File: config.mk
export PLATFORM = sky130hd
export DESIGN_NAME = axi4_lite_master_write
export DESIGN_NICKNAME = d
export VERILOG_FILES = /design/src/rtl/axi4_lite_master_write.sv
export SDC_FILE = /design/constraint.sdc
export NUM_CORES = 1
export LEC_CHECK = 0
export BUFFER_PORTS_ARGS = -buffer_cell sky130_fd_sc_hd__buf_2
export CAP_MARGIN = 20
export CORE_MARGIN = 4
export CORE_UTILIZATION = 35
export DETAILED_ROUTE_END_ITERATION = 16
export GPL_TIMING_DRIVEN = 0
export SETUP_SLACK_MARGIN = 0.2
export SLEW_MARGIN = 20
export SYNTH_ARGS = -nofsm -noshare
export SYNTH_HDL_FRONTEND = slang
export SYNTH_SLANG_ARGS = --single-unit
File: constraint.sdc
create_clock -name clk -period 3.9 [get_ports clk]
set_input_delay 0.195 -clock clk [delete_from_list [all_inputs] [get_ports clk]]
set_output_delay 0.195 -clock clk [all_outputs]
set_load 0.01 [all_outputs]
File: src/rtl/axi4_lite_master_write.sv
// AXI4-Lite single-beat write initiator: one local request drives AW/W concurrently,
// then waits on B and reports completion with an error flag.
module axi4_lite_master_write #(
  parameter int unsigned AXI_ADDR_WIDTH = 64,
  parameter int unsigned AXI_DATA_WIDTH = 32
) (
  input  logic                          clk,
  input  logic                          arstn,
  input  logic                          i_start_write,
  input  logic [AXI_ADDR_WIDTH-1:0]     i_addr,
  input  logic [AXI_DATA_WIDTH-1:0]     i_data,
  input  logic [AXI_DATA_WIDTH/8-1:0]   i_strb,
  output logic                          o_busy,
  output logic                          o_done,
  output logic                          o_error,
  output logic                          AW_VALID,
  output logic [AXI_ADDR_WIDTH-1:0]     AW_ADDR,
  output logic [2:0]                    AW_PROT,
  input  logic                          AW_READY,
  output logic                          W_VALID,
  output logic [AXI_DATA_WIDTH-1:0]     W_DATA,
  output logic [AXI_DATA_WIDTH/8-1:0]   W_STRB,
  input  logic                          W_READY,
  input  logic                          B_VALID,
  input  logic [1:0]                    B_RESP,
  output logic                          B_READY
);

  typedef enum logic [1:0] {StIdle, StSend, StResp} state_e;

  state_e                        state_q, state_d;
  logic                          aw_valid_q, aw_valid_d;
  logic                          w_valid_q, w_valid_d;
  logic                          b_ready_q, b_ready_d;
  logic [AXI_ADDR_WIDTH-1:0]     aw_addr_q, aw_addr_d;
  logic [AXI_DATA_WIDTH-1:0]     w_data_q, w_data_d;
  logic [AXI_DATA_WIDTH/8-1:0]   w_strb_q, w_strb_d;
  logic                          busy_q, busy_d;
  logic                          done_q, done_d;
  logic                          error_q, error_d;
  logic                          aw_done_q, aw_done_d;
  logic                          w_done_q, w_done_d;

  logic aw_hs, w_hs, b_hs;

  assign aw_hs = aw_valid_q & AW_READY;
  assign w_hs  = w_valid_q & W_READY;
  assign b_hs  = B_VALID & b_ready_q;

  always_comb begin
    state_d    = state_q;
    aw_valid_d = aw_valid_q;
    w_valid_d  = w_valid_q;
    b_ready_d  = b_ready_q;
    aw_addr_d  = aw_addr_q;
    w_data_d   = w_data_q;
    w_strb_d   = w_strb_q;
    busy_d     = busy_q;
    aw_done_d  = aw_done_q;
    w_done_d   = w_done_q;
    // Completion flags are single-cycle pulses.
    done_d     = 1'b0;
    error_d    = 1'b0;

    unique case (state_q)
      StIdle: begin
        if (i_start_write) begin
          aw_addr_d  = i_addr;
          w_data_d   = i_data;
          w_strb_d   = i_strb;
          aw_valid_d = 1'b1;
          w_valid_d  = 1'b1;
          busy_d     = 1'b1;
          aw_done_d  = 1'b0;
          w_done_d   = 1'b0;
          state_d    = StSend;
        end
      end
      StSend: begin
        if (aw_hs) begin
          aw_valid_d = 1'b0;
          aw_done_d  = 1'b1;
        end
        if (w_hs) begin
          w_valid_d = 1'b0;
          w_done_d  = 1'b1;
        end
        // A handshake on this edge counts toward completion.
        if ((aw_done_q | aw_hs) & (w_done_q | w_hs)) begin
          b_ready_d = 1'b1;
          state_d   = StResp;
        end
      end
      StResp: begin
        if (b_hs) begin
          b_ready_d = 1'b0;
          done_d    = 1'b1;
          error_d   = |B_RESP;
          busy_d    = 1'b0;
          state_d   = StIdle;
        end
      end
      default: state_d = StIdle;
    endcase
  end

  always_ff @(posedge clk or negedge arstn) begin
    if (!arstn) begin
      state_q    <= StIdle;
      aw_valid_q <= 1'b0;
      w_valid_q  <= 1'b0;
      b_ready_q  <= 1'b0;
      aw_addr_q  <= '0;
      w_data_q   <= '0;
      w_strb_q   <= '0;
      busy_q     <= 1'b0;
      done_q     <= 1'b0;
      error_q    <= 1'b0;
      aw_done_q  <= 1'b0;
      w_done_q   <= 1'b0;
    end else begin
      state_q    <= state_d;
      aw_valid_q <= aw_valid_d;
      w_valid_q  <= w_valid_d;
      b_ready_q  <= b_ready_d;
      aw_addr_q  <= aw_addr_d;
      w_data_q   <= w_data_d;
      w_strb_q   <= w_strb_d;
      busy_q     <= busy_d;
      done_q     <= done_d;
      error_q    <= error_d;
      aw_done_q  <= aw_done_d;
      w_done_q   <= w_done_d;
    end
  end

  assign AW_VALID = aw_valid_q;
  assign AW_ADDR  = aw_addr_q;
  assign AW_PROT  = 3'b000;
  assign W_VALID  = w_valid_q;
  assign W_DATA   = w_data_q;
  assign W_STRB   = w_strb_q;
  assign B_READY  = b_ready_q;
  assign o_busy   = busy_q;
  assign o_done   = done_q;
  assign o_error  = error_q;

endmodule

==> run metrics, run 1 <==
outcome finished, final reports clean; met2 usage in global routing 21.7%; fin crit period 1.60 ns; Final Net Count 597; synthesis-stage register bit count 110; DRT Wirelength 10.2 mm; Fillers 1157; initial core utilization 35.9%; routed vias 2905; Residual DRC 0; row cnt 41; RR Endpoint W_DATA[16]$_DFFE_PN0P_; clk_lat worst skew 0.34 ns; Ys Warns 0; reg-to-reg slack, setup 2.30 ns; period utilization 41.1%; Slew Limit Fails 0; clock buffer depth 2; largest net degree at the start of global routing 82; Final HPWL DP 7.61 mm; DRT Pass-1 Iters 4; Die X-Extent 122 µm; Worst Hold End o_error$_DFF_PN0_; clock skew 0.00523 ns; Die ar. 14900 µm²; Mapped Avg Cell Area 17.4 µm²; Sw Ratio 31.5%; final hold violation count 0; Leak Pwr 3.18 nW; Max Cap Viol 0; Clock Tree Root clkbuf_16; area leader, netlist dfrtp_1; Area growth syn-to-layout 35.8%; Top Usage Layer GRT met2; Antenna Violating Nets Remaining 0; Fin Setup TNS 0 ns; Vias/cell 4.38; CTS buffer count 9; first-pass GRT wire length 15.7 mm; Clk pwr share 17.6%; R2R depth 5; critical path type reg2reg; PnR worst setup slack 2.30 ns; number of setup violations in the final report 0; arrival time at the worst endpoint 1.83 ns; share of the synthesized area in the top cell type 60.5%; HP Start B_RESP[0]; GPL Wtd Cong 0.723; CP Launch Type flip-flop; peak supply drop 0.000342 V; total track usage 13.6%; Worst R2R Start state_q[1]$_DFFE_PN0P_; synthesized instance count 261; CTS H-Tree Depth 3; number of clock sinks 110; Die Y 122 µm; Flop pwr share 38.9%; M1 GR Usage 17.2%; Combinational Power Share 43.5%; antenna violations before repair 0; FF+latch area 2750 µm²; met3 Usage GRT 5.43%; RSZ-0062 raised after global routing no; Int Power 3.56 mW; Worst Path Required 4.13 ns; Setup Fix Bufs, Post-CTS 0; ant diodes 0; Hold Path Cell Cnt 3; Area contributors post-synth dfrtp_1, mux2_4, buf_6; Core Area 12700 µm²; IO buf count 213; post_cts resized 0; vias in the first global route 3075; Mapped Area 4550 µm²; Hold Crit Class in2reg; synth unique cells 22; crit path capture type flip-flop; switching power 1.64 mW; CTS tree built; GRT Residual Overflow 0; clk slew on worst S/H paths 0.07 ns; register area share after synthesis 60.5%; share of cells above drive strength 1 69.9%; Placement Setup Slack 2.31 ns; Peak Freq 624 MHz; Wirelength per Cell 15.3 µm; Power Density 841 nW/µm²; multi-input logic area 1640 µm²; Worst Path Max Fanout 10; violation count after the first detailed-routing iteration 118; top-level I/O count 217
[worst max-delay path, cell delays in order (launching register included)]
cell and delay, ns:
dfrtp_1 0.45, nand2b_4 0.19, nor2_2 0.12, buf_6 0.20
buf_6 0.21, mux2_4 0.31
[area by class of cell]
class | count | share of cell area [%]
flip-flops and latches | 110 | 44.5
multi-input cells | 133 | 26.6
repair buffers | 215 | 18.0
clock buffers | 11 | 4.09
well taps | 172 | 3.48
plain buffers | 15 | 2.35
clock inverters | 3 | 0.729
inverters | 5 | 0.304
[cell families after synthesis]
family                 Yosys count  synth area share (%)
flip-flops                     110                  60.5
multiplexers                   100                  32.1
AO/OA/AOI/OAI                   16                  2.09
AND/OR/NAND/NOR                 14                  1.65
buffers and inverters           20                  3.60
other                            1                0.0824
[per-stage QoR]
stage                     std cells  power [mW]  hold WS [ns]  util, %  instance area, µm²
final                           664        5.20        0.0651     48.8                6180
after global routing            664        5.52        0.0541     48.8                6180
after CTS                       664        5.29        0.0485     48.8                6180
after detailed placement        649        4.33        0.0924     46.4                5870
after global placement          648        4.28         0.418     46.1                5840
after floorplan                 263        3.47        -0.101        -                4560
[layout by cell type, fill, tap and decap left out, types with 2 or more instances in the layout]
| master | count |
|---|---|
| a21o_1 | 2 |
| mux2_4 | 89 |
| a31oi_1 | 2 |
| clkinvlp_4 | 2 |
| nor2_1 | 7 |
| buf_2 | 214 |
| a21oi_1 | 4 |
| buf_4 | 3 |
| buf_6 | 11 |
| nor2b_1 | 2 |
| clkbuf_16 | 9 |
| mux2_2 | 10 |
| dfrtp_1 | 110 |
| conb_1 | 3 |
| o21ai_0 | 6 |
| clkbuf_8 | 2 |
| inv_1 | 5 |
[state kept, by name (all words and copies together) (netlist names)]
signal     flops
AW_ADDR       64
W_DATA        32
W_STRB         4
state_q        2
AW_VALID       1
B_READY        1
W_VALID        1
aw_done_q      1
o_busy         1
o_done         1
o_error        1
w_done_q       1
[routing by layer]
layer,up-vias,share of wire [%]
met1,1425,43
met3,9,8.7
met2,121,48
li1,1350,-
met4,0,0.97
met5,-,0
[synthesized netlist by cell type]
cell type / count
a21oi_1: 4
nor2b_1: 2
nand2b_4: 1
dfrtp_1: 110
o21ai_0: 6
buf_4: 3
a22o_1: 1
buf_6: 10
conb_1: 1
mux2_4: 89
mux2_1: 1
nor2_2: 1
nand2_1: 1
a31oi_1: 2
inv_1: 5
mux2_2: 10
o31a_1: 1
a21o_1: 2
nand3_1: 1
buf_2: 2
nor2_1: 7
and2b_1: 1
[worst max path at each step]
stage | to | start | slack, ns | cells after the start
after CTS | W_DATA[16]$_DFFE_PN0P_ | state_q[1]$_DFFE_PN0P_ | 2.28 | 5
after detailed placement | W_DATA[15]$_DFFE_PN0P_ | state_q[1]$_DFFE_PN0P_ | 2.31 | 5
final | W_DATA[16]$_DFFE_PN0P_ | state_q[1]$_DFFE_PN0P_ | 2.30 | 5
after global placement | AW_ADDR[13]$_DFFE_PN0P_ | arstn | 1.38 | 1
after floorplan | AW_ADDR[0]$_DFFE_PN0P_ | state_q[1]$_DFFE_PN0P_ | 2.49 | 5
after global routing | W_DATA[16]$_DFFE_PN0P_ | state_q[1]$_DFFE_PN0P_ | 2.21 | 5
[timing repair]
item / CTS / global route
hold endpoints to repair: 29 / 0
hold buffers: 1 / 0
setup endpoints to repair: 0 / 0
[power by group through the flow]
stage	clock network, mW	registers [mW]	logic (mW)
after floorplan	0	2.29	1.18
after global placement	0	2.01	2.27
after detailed placement	0	2.03	2.30
after CTS	0.957	2.03	2.31
after global routing	1.00	2.10	2.42
final	0.916	2.02	2.26
Power figures use the tool's default switching activity.
==> run 2, diff against run 1 <==
--- a/config.mk
+++ b/config.mk
@@ -5,12 +5,14 @@
 export SDC_FILE = /design/constraint.sdc
 export NUM_CORES = 1
 export LEC_CHECK = 0
+export ABC_AREA = 1
 export BUFFER_PORTS_ARGS = -buffer_cell sky130_fd_sc_hd__buf_2
 export CAP_MARGIN = 20
 export CORE_MARGIN = 4
 export CORE_UTILIZATION = 35
 export DETAILED_ROUTE_END_ITERATION = 16
 export GPL_TIMING_DRIVEN = 0
+export PLACE_DENSITY = 0.67
 export SETUP_SLACK_MARGIN = 0.2
 export SLEW_MARGIN = 20
 export SYNTH_ARGS = -nofsm -noshare
==> constraint.sdc (replaced) <==
create_clock -name clk -period 1.32 [get_ports clk]
set_input_delay 0.066 -clock clk [delete_from_list [all_inputs] [get_ports clk]]
set_output_delay 0.066 -clock clk [all_outputs]
set_load 0.01 [all_outputs]
==> run metrics, run 2 <==
multi-input logic area 1350 µm² (was 1640 µm²); Fillers 944 (was 1157); violation count after the first detailed-routing iteration 126 (was 118); GPL Wtd Cong 0.774 (was 0.723); CTS buffer count 9 (unchanged); Die Y 117 µm (was 122 µm); Sw Ratio 37.9% (was 31.5%); share of the synthesized area in the top cell type 65.7% (was 60.5%); Mapped Area 4190 µm² (was 4550 µm²); Finished Cell Area 7080 µm² (was 6180 µm²); GRT Residual Overflow 0 (unchanged); Antenna Violating Nets Remaining 0 (unchanged); Final HPWL DP 8.61 mm (was 7.61 mm); top-level I/O count 217 (unchanged); Clock Tree Root clkbuf_16 (unchanged); actual slew at the worst max-slew pin 0.508 ns; arrival time at the worst endpoint 1.55 ns (was 1.83 ns); Core Area 11600 µm² (was 12700 µm²); PnR worst setup slack 0.0443 ns (was 2.30 ns); CP max-delay cell dfrtp_1 (unchanged); critical path type reg2reg (unchanged); synth unique cells 17 (was 22); delay-heaviest family, CP buffers and inverters (was flip-flops); Area contributors post-synth dfrtp_1, nand2_1, buf_4 (was dfrtp_1, mux2_4, buf_6); antenna violations before repair 1 (was 0); initial core utilization 36.2% (was 35.9%); switching power 5.52 mW (was 1.64 mW); Int Power 9.04 mW (was 3.56 mW); fin crit period 1.28 ns (was 1.60 ns); max reg flops 64 (unchanged); vias in the first global route 4369 (was 3075); clock buffer depth 2 (unchanged); placed cell area 5470 µm² (was 5870 µm²); DRT Wirelength 13.5 mm (was 10.2 mm); register area share after synthesis 65.7% (was 60.5%); WP buf/inv 4 (was 2); area leader, netlist dfrtp_1 (unchanged); Vias/cell 4.45 (was 4.38); first-pass GRT wire length 21.5 mm (was 15.7 mm); total track usage 18.9% (was 13.6%); number of setup violations in the final report 0 (unchanged); Area growth syn-to-layout 69.2% (was 35.8%); row cnt 39 (was 41); Clk pwr share 16.6% (was 17.6%); Synth top cells by count nand2_1, dfrtp_1, buf_4 (was dfrtp_1, mux2_4, buf_6, mux2_2, nor2_1); R2R depth 7 (was 5); Post-synth ARST share 100% (unchanged); clk slew on worst S/H paths 0.07 ns (about the same); commonest non-fill, non-tap cell in the layout nand2_1 (was buf_2); synthesized instance count 468 (was 261); final hold violation count 0 (unchanged); FF+latch area 2750 µm² (unchanged); Worst Path Required 1.59 ns (was 4.13 ns); Combinational Power Share 43.3% (was 43.5%); crit-path most repeated cell clkbuf_16 (was buf_6); Slew Limit Fails 0 (unchanged); crit path capture type flip-flop (unchanged); synthesis-stage register bit count 110 (unchanged); IO buf count 213 (unchanged); Ys Warns 0 (unchanged); Leak Pwr 4.03 nW (was 3.18 nW); CP max stage delay 0.40 ns (was 0.45 ns); Die X-Extent 117 µm (was 122 µm); CTS tree built (unchanged); Wirelength per Cell 14.1 µm (was 15.3 µm); Power Density 2060 nW/µm² (was 841 nW/µm²); Post-synth EDFFs 0 (unchanged); Die ar. 13800 µm² (was 14900 µm²); crit-path cells inv_2, nand3_4, inv_4, clkbuf_16, clkbuf_16, nand2_2, nand2_1 (was nand2b_4, nor2_2, buf_6, buf_6, mux2_4); Hold Path Cell Cnt 3 (unchanged); Fin Setup TNS 0 ns (unchanged); number of clock sinks 110 (unchanged); clk_lat worst skew 0.33 ns (was 0.34 ns); count leader, synth nand2_1 (was dfrtp_1); Max Cap Viol 0 (unchanged); Final Util 61.3% (was 48.8%); Worst Path Max Fanout 7 (was 10); Hold Crit Class in2reg (unchanged); dominant synthesized flop cell dfrtp_1 (unchanged); Peak Freq 784 MHz (was 624 MHz); most frequent cells in the layout nand2_1, buf_2, dfrtp_1, dlygate4sd3_1, nand2_2 (was buf_2, dfrtp_1, mux2_4, buf_6, mux2_2); DRT Pass-1 Iters 4 (unchanged); share of cells above drive strength 1 35.4% (was 69.9%); Max transition margin 66.1%; outcome finished, final reports clean (unchanged); Flop pwr share 40.1% (was 38.9%); Final Net Count 915 (was 597); CP Launch Type flip-flop (unchanged); WP depth 7 (was 5); Mapped Avg Cell Area 8.95 µm² (was 17.4 µm²); Residual DRC 0 (unchanged); clock skew 0.00540 ns (was 0.00523 ns); Placement Setup Slack -0.0527 ns (was 2.31 ns); period utilization 96.6% (was 41.1%); routed vias 4250 (was 2905); peak supply drop 0.000959 V (was 0.000342 V); RSZ-0062 raised after global routing yes (was no); CTS H-Tree Depth 3 (unchanged); largest net degree at the start of global routing 57 (was 82)
## run 2: what timing repair did
item,CTS,global route
hold endpoints to repair,156,0
gates resized for setup,22,43
hold buffers,103,0
pin swaps,1,8
buffers inserted,3,2
setup endpoints to repair,107,108
cloned,1,3
## run 2: layer usage
| layer | GRT usage [%] | vias to the layer above | part of all wire, % |
|---|---|---|---|
| met5 | 0 | - | 0 |
| met4 | 6.23 | 0 | 1.5 |
| met3 | 4.67 | 18 | 6.9 |
| met2 | 33.8 | 175 | 52 |
| met1 | 22.2 | 1983 | 39 |
| li1 | - | 2074 | - |
## run 2: path summary, 6_finish.rpt
path | start | to | slack [ns]
worst max-delay path | state_q[0]$_DFFE_PN0P_ | AW_ADDR[58]$_DFFE_PN0P_ | 0.04
worst min-delay path | AW_READY | aw_done_q$_DFFE_PN0P_ | 0.04
worst max register to register | state_q[0]$_DFFE_PN0P_ | AW_ADDR[58]$_DFFE_PN0P_ | 0.04
worst min register to register | AW_ADDR[3]$_DFFE_PN0P_ | AW_ADDR[3]$_DFFE_PN0P_ | 0.47
max in group asynchronous | arstn | AW_ADDR[57]$_DFFE_PN0P_ | 0.42
min in group asynchronous | arstn | AW_ADDR[14]$_DFFE_PN0P_ | 0.26
## run 2: kinds of logic (layout without fill, tap and decap cells)
family                 Yosys count  after routing  synth area share [%]
and+or+nand+nor                319            319                  28.9
DFF                            110            110                  65.7
buffers and inverters           32            372                  4.51
AOI/OAI and AO/OA                6              6                 0.807
other                            1              4                0.0895
## run 2: metrics by stage
| step | hold WS [ns] | instances | power (mW) |
|---|---|---|---|
| after global routing | 0.0365 | 954 | 15.7 |
| final | 0.0357 | 954 | 14.6 |
| after detailed placement | 0.0531 | 827 | 11.3 |
| after global placement | 0.260 | 826 | 11.1 |
| after floorplan | -0.230 | 470 | 8.72 |
| after CTS | 0.0267 | 948 | 14.2 |
## run 2: area by class of cell
type / instances / share of cell area, %
clock buffers: 12 / 3.48
flip-flops and latches: 110 / 38.9
plain buffers: 25 / 3.74
well taps: 143 / 2.53
diodes: 1 / 0.0353
multi-input cells: 328 / 19.1
clock inverters: 2 / 0.141
inverters: 7 / 0.406
repair buffers: 326 / 31.7
## run 2: tightest hold or removal path, delay by kind of cell
family          cells  cell delay [ns]
buf+inv             1             0.09
simple gates        1             0.09
compound gates      1             0.08
## run 2: power groups by stage
stage | clock, mW | combinational [mW] | sequential, mW
final | 2.41 | 6.31 | 5.84
after floorplan | 0 | 2.18 | 6.53
after CTS | 2.48 | 5.90 | 5.81
after global routing | 2.64 | 6.99 | 6.02
after global placement | 0 | 5.30 | 5.77
after detailed placement | 0 | 5.43 | 5.84
==> run 3, diff against run 2 <==
--- a/config.mk
+++ b/config.mk
@@ -12,7 +12,7 @@
 export CORE_UTILIZATION = 35
 export DETAILED_ROUTE_END_ITERATION = 16
 export GPL_TIMING_DRIVEN = 0
-export PLACE_DENSITY = 0.67
+export PLACE_DENSITY = 0.73
 export SETUP_SLACK_MARGIN = 0.2
 export SLEW_MARGIN = 20
 export SYNTH_ARGS = -nofsm -noshare
==> run metrics, run 3 (synthesis gave the netlist of run 2 again) <==
number of clock sinks 110 (unchanged); arrival time at the worst endpoint 1.58 ns (was 1.55 ns); fin crit period 1.30 ns (was 1.28 ns); DRT Wirelength 16.1 mm (was 13.5 mm); Core Area 11600 µm² (unchanged); share of cells above drive strength 1 44.9% (was 35.4%); WP buf/inv 5 (was 4); period utilization 98.3% (was 96.6%); Final Net Count 933 (was 915); total track usage 21.3% (was 18.9%); Die Y 117 µm (unchanged); row cnt 39 (unchanged); Worst Path Required 1.60 ns (was 1.59 ns); Residual DRC 0 (unchanged); commonest non-fill, non-tap cell in the layout nand2_1 (unchanged); Max transition margin 64.7% (was 66.1%); Antenna Violating Nets Remaining 0 (unchanged); initial core utilization 36.2% (unchanged); Peak Freq 771 MHz (was 784 MHz); RSZ-0062 raised after global routing yes (unchanged); crit-path cells inv_2, nand3_4, inv_4, buf_12, clkbuf_16, clkbuf_16, nand2_2, nand2_1 (was inv_2, nand3_4, inv_4, clkbuf_16, clkbuf_16, nand2_2, nand2_1); Die X-Extent 117 µm (unchanged); Area growth syn-to-layout 86.5% (was 69.2%); number of setup violations in the final report 0 (unchanged); largest net degree at the start of global routing 57 (unchanged); Leak Pwr 4.34 nW (was 4.03 nW); final hold violation count 0 (unchanged); first-pass GRT wire length 23.4 mm (was 21.5 mm); actual slew at the worst max-slew pin 0.530 ns (was 0.508 ns); CP max-delay cell dfrtp_1 (unchanged); vias in the first global route 4489 (was 4369); CP Launch Type flip-flop (unchanged); top-level I/O count 217 (unchanged); Hold Crit Class in2reg (unchanged); CTS tree built (unchanged); Power Density 2120 nW/µm² (was 2060 nW/µm²); Clock Tree Root clkbuf_16 (unchanged); Die ar. 13800 µm² (unchanged); crit-path most repeated cell clkbuf_16 (unchanged); reg-to-reg slack, setup 0.02 ns (was 0.04 ns); CTS H-Tree Depth 3 (unchanged); outcome finished, final reports clean (unchanged); Final HPWL DP 8.38 mm (was 8.61 mm); Wirelength per Cell 16.5 µm (was 14.1 µm); most frequent cells in the layout nand2_1, buf_2, dfrtp_1, dlygate4sd3_1, nand2_2 (unchanged); GPL Wtd Cong 0.766 (was 0.774); violation count after the first detailed-routing iteration 222 (was 126); critical path type reg2reg (unchanged); Max Cap Viol 0 (unchanged); PnR worst setup slack 0.0229 ns (was 0.0443 ns); clock buffer depth 2 (unchanged); antenna violations before repair 1 (unchanged); Fin Setup TNS 0 ns (unchanged); CP max stage delay 0.41 ns (was 0.40 ns); clk slew on worst S/H paths 0.07 ns (about the same); Placement Setup Slack -0.0276 ns (was -0.0527 ns); clock skew 0.00392 ns (was 0.00540 ns); Final Util 67.5% (was 61.3%); delay-heaviest family, CP buffers and inverters (unchanged); Vias/cell 4.61 (was 4.45); routed vias 4483 (was 4250); CTS buffer count 9 (unchanged); Slew Limit Fails 0 (unchanged); clk_lat worst skew 0.34 ns (was 0.33 ns); crit path capture type flip-flop (unchanged); Worst Path Max Fanout 5 (was 7); GRT Residual Overflow 0 (unchanged); max reg flops 64 (unchanged); peak supply drop 0.00118 V (was 0.000959 V); IO buf count 213 (unchanged); DRT Pass-1 Iters 4 (unchanged)
-- run 3: cell count changes in the layout (fill, tap and decap cells not counted), moves of 2 or more --
cell       before  now
nand2_4         6   20
buf_16          1    4
buf_2         215  213
nand2_1       290  228
clkbuf_16      12   22
buf_12          1    3
buf_8           7   13
nand2_2        17   65
o21ai_0         3    1
-- run 3: tightest hold or removal path, stage by stage --
cell and delay [ns]:
buf_2 0.10, nand2_1 0.09, nor3_2 0.07
-- run 3: routing by layer --
layer | track usage [%] | vias to the layer above | part of all wire, %
li1 | - | 2123 | -
met3 | 6.45 | 34 | 6.4
met1 | 24.0 | 2138 | 37
met5 | 0 | - | 0
met4 | 7.18 | 0 | 2.3
met2 | 38.3 | 188 | 54
-- run 3: timing repair --
| item | CTS | global route |
|---|---|---|
| resized for setup | 54 | 115 |
| endpoints found under the hold margin | 156 | 0 |
| hold buffers | 104 | 0 |
| setup endpoints to repair | 106 | 107 |
| buffers inserted | 10 | 2 |
| cloned | 3 | 11 |
| pin swaps | 8 | 32 |
-- run 3: path summary, 6_finish.rpt --
kind,cells after the start,from,end
max in group asynchronous,3,arstn,AW_ADDR[47]$_DFFE_PN0P_
worst min-delay path,3,B_VALID,o_done$_DFF_PN0_
worst min register to register,2,AW_ADDR[10]$_DFFE_PN0P_,AW_ADDR[10]$_DFFE_PN0P_
worst max register to register,8,state_q[1]$_DFFE_PN0P_,W_DATA[7]$_DFFE_PN0P_
min in group asynchronous,2,arstn,AW_ADDR[3]$_DFFE_PN0P_
worst max-delay path,8,state_q[1]$_DFFE_PN0P_,W_DATA[7]$_DFFE_PN0P_
-- run 3: stage by stage --
step	power (mW)	instance area (µm²)	hold slack (ns)	std cells
5_1_grt	17.6	7810	0.0302	973
3_5_place_dp	11.3	5470	0.0624	827
6_report	16.5	7810	0.0307	973
2_1_floorplan	8.72	4200	-0.230	470
3_3_place_gp	11.1	5440	0.260	826
4_1_cts	15.1	7160	0.00463	959
-- run 3: power breakdown --
| group | total [mW] | internal [mW] | leakage [nW] | switching (mW) |
|---|---|---|---|---|
| Sequential | 5.95 | 4.96 | 1.35 | 0.997 |
| Clock | 2.69 | 1.51 | 0.141 | 1.18 |
| Combinational | 7.89 | 3.74 | 2.84 | 4.15 |
| Total | 16.5 | 10.2 | 4.34 | 6.33 |
-- run 3: final cells by class --
| cell class | instances | area, µm² |
|---|---|---|
| tap | 143 | 179 |
| buffer | 25 | 338 |
| clock inverter | 4 | 47.5 |
| timing repair buffer | 344 | 2630 |
| inverter | 7 | 28.8 |
| sequential | 110 | 2750 |
| multi-input combinational | 328 | 1590 |
| clock buffer | 11 | 243 |
| antenna | 1 | 2.50 |
| fill | 820 | 3750 |
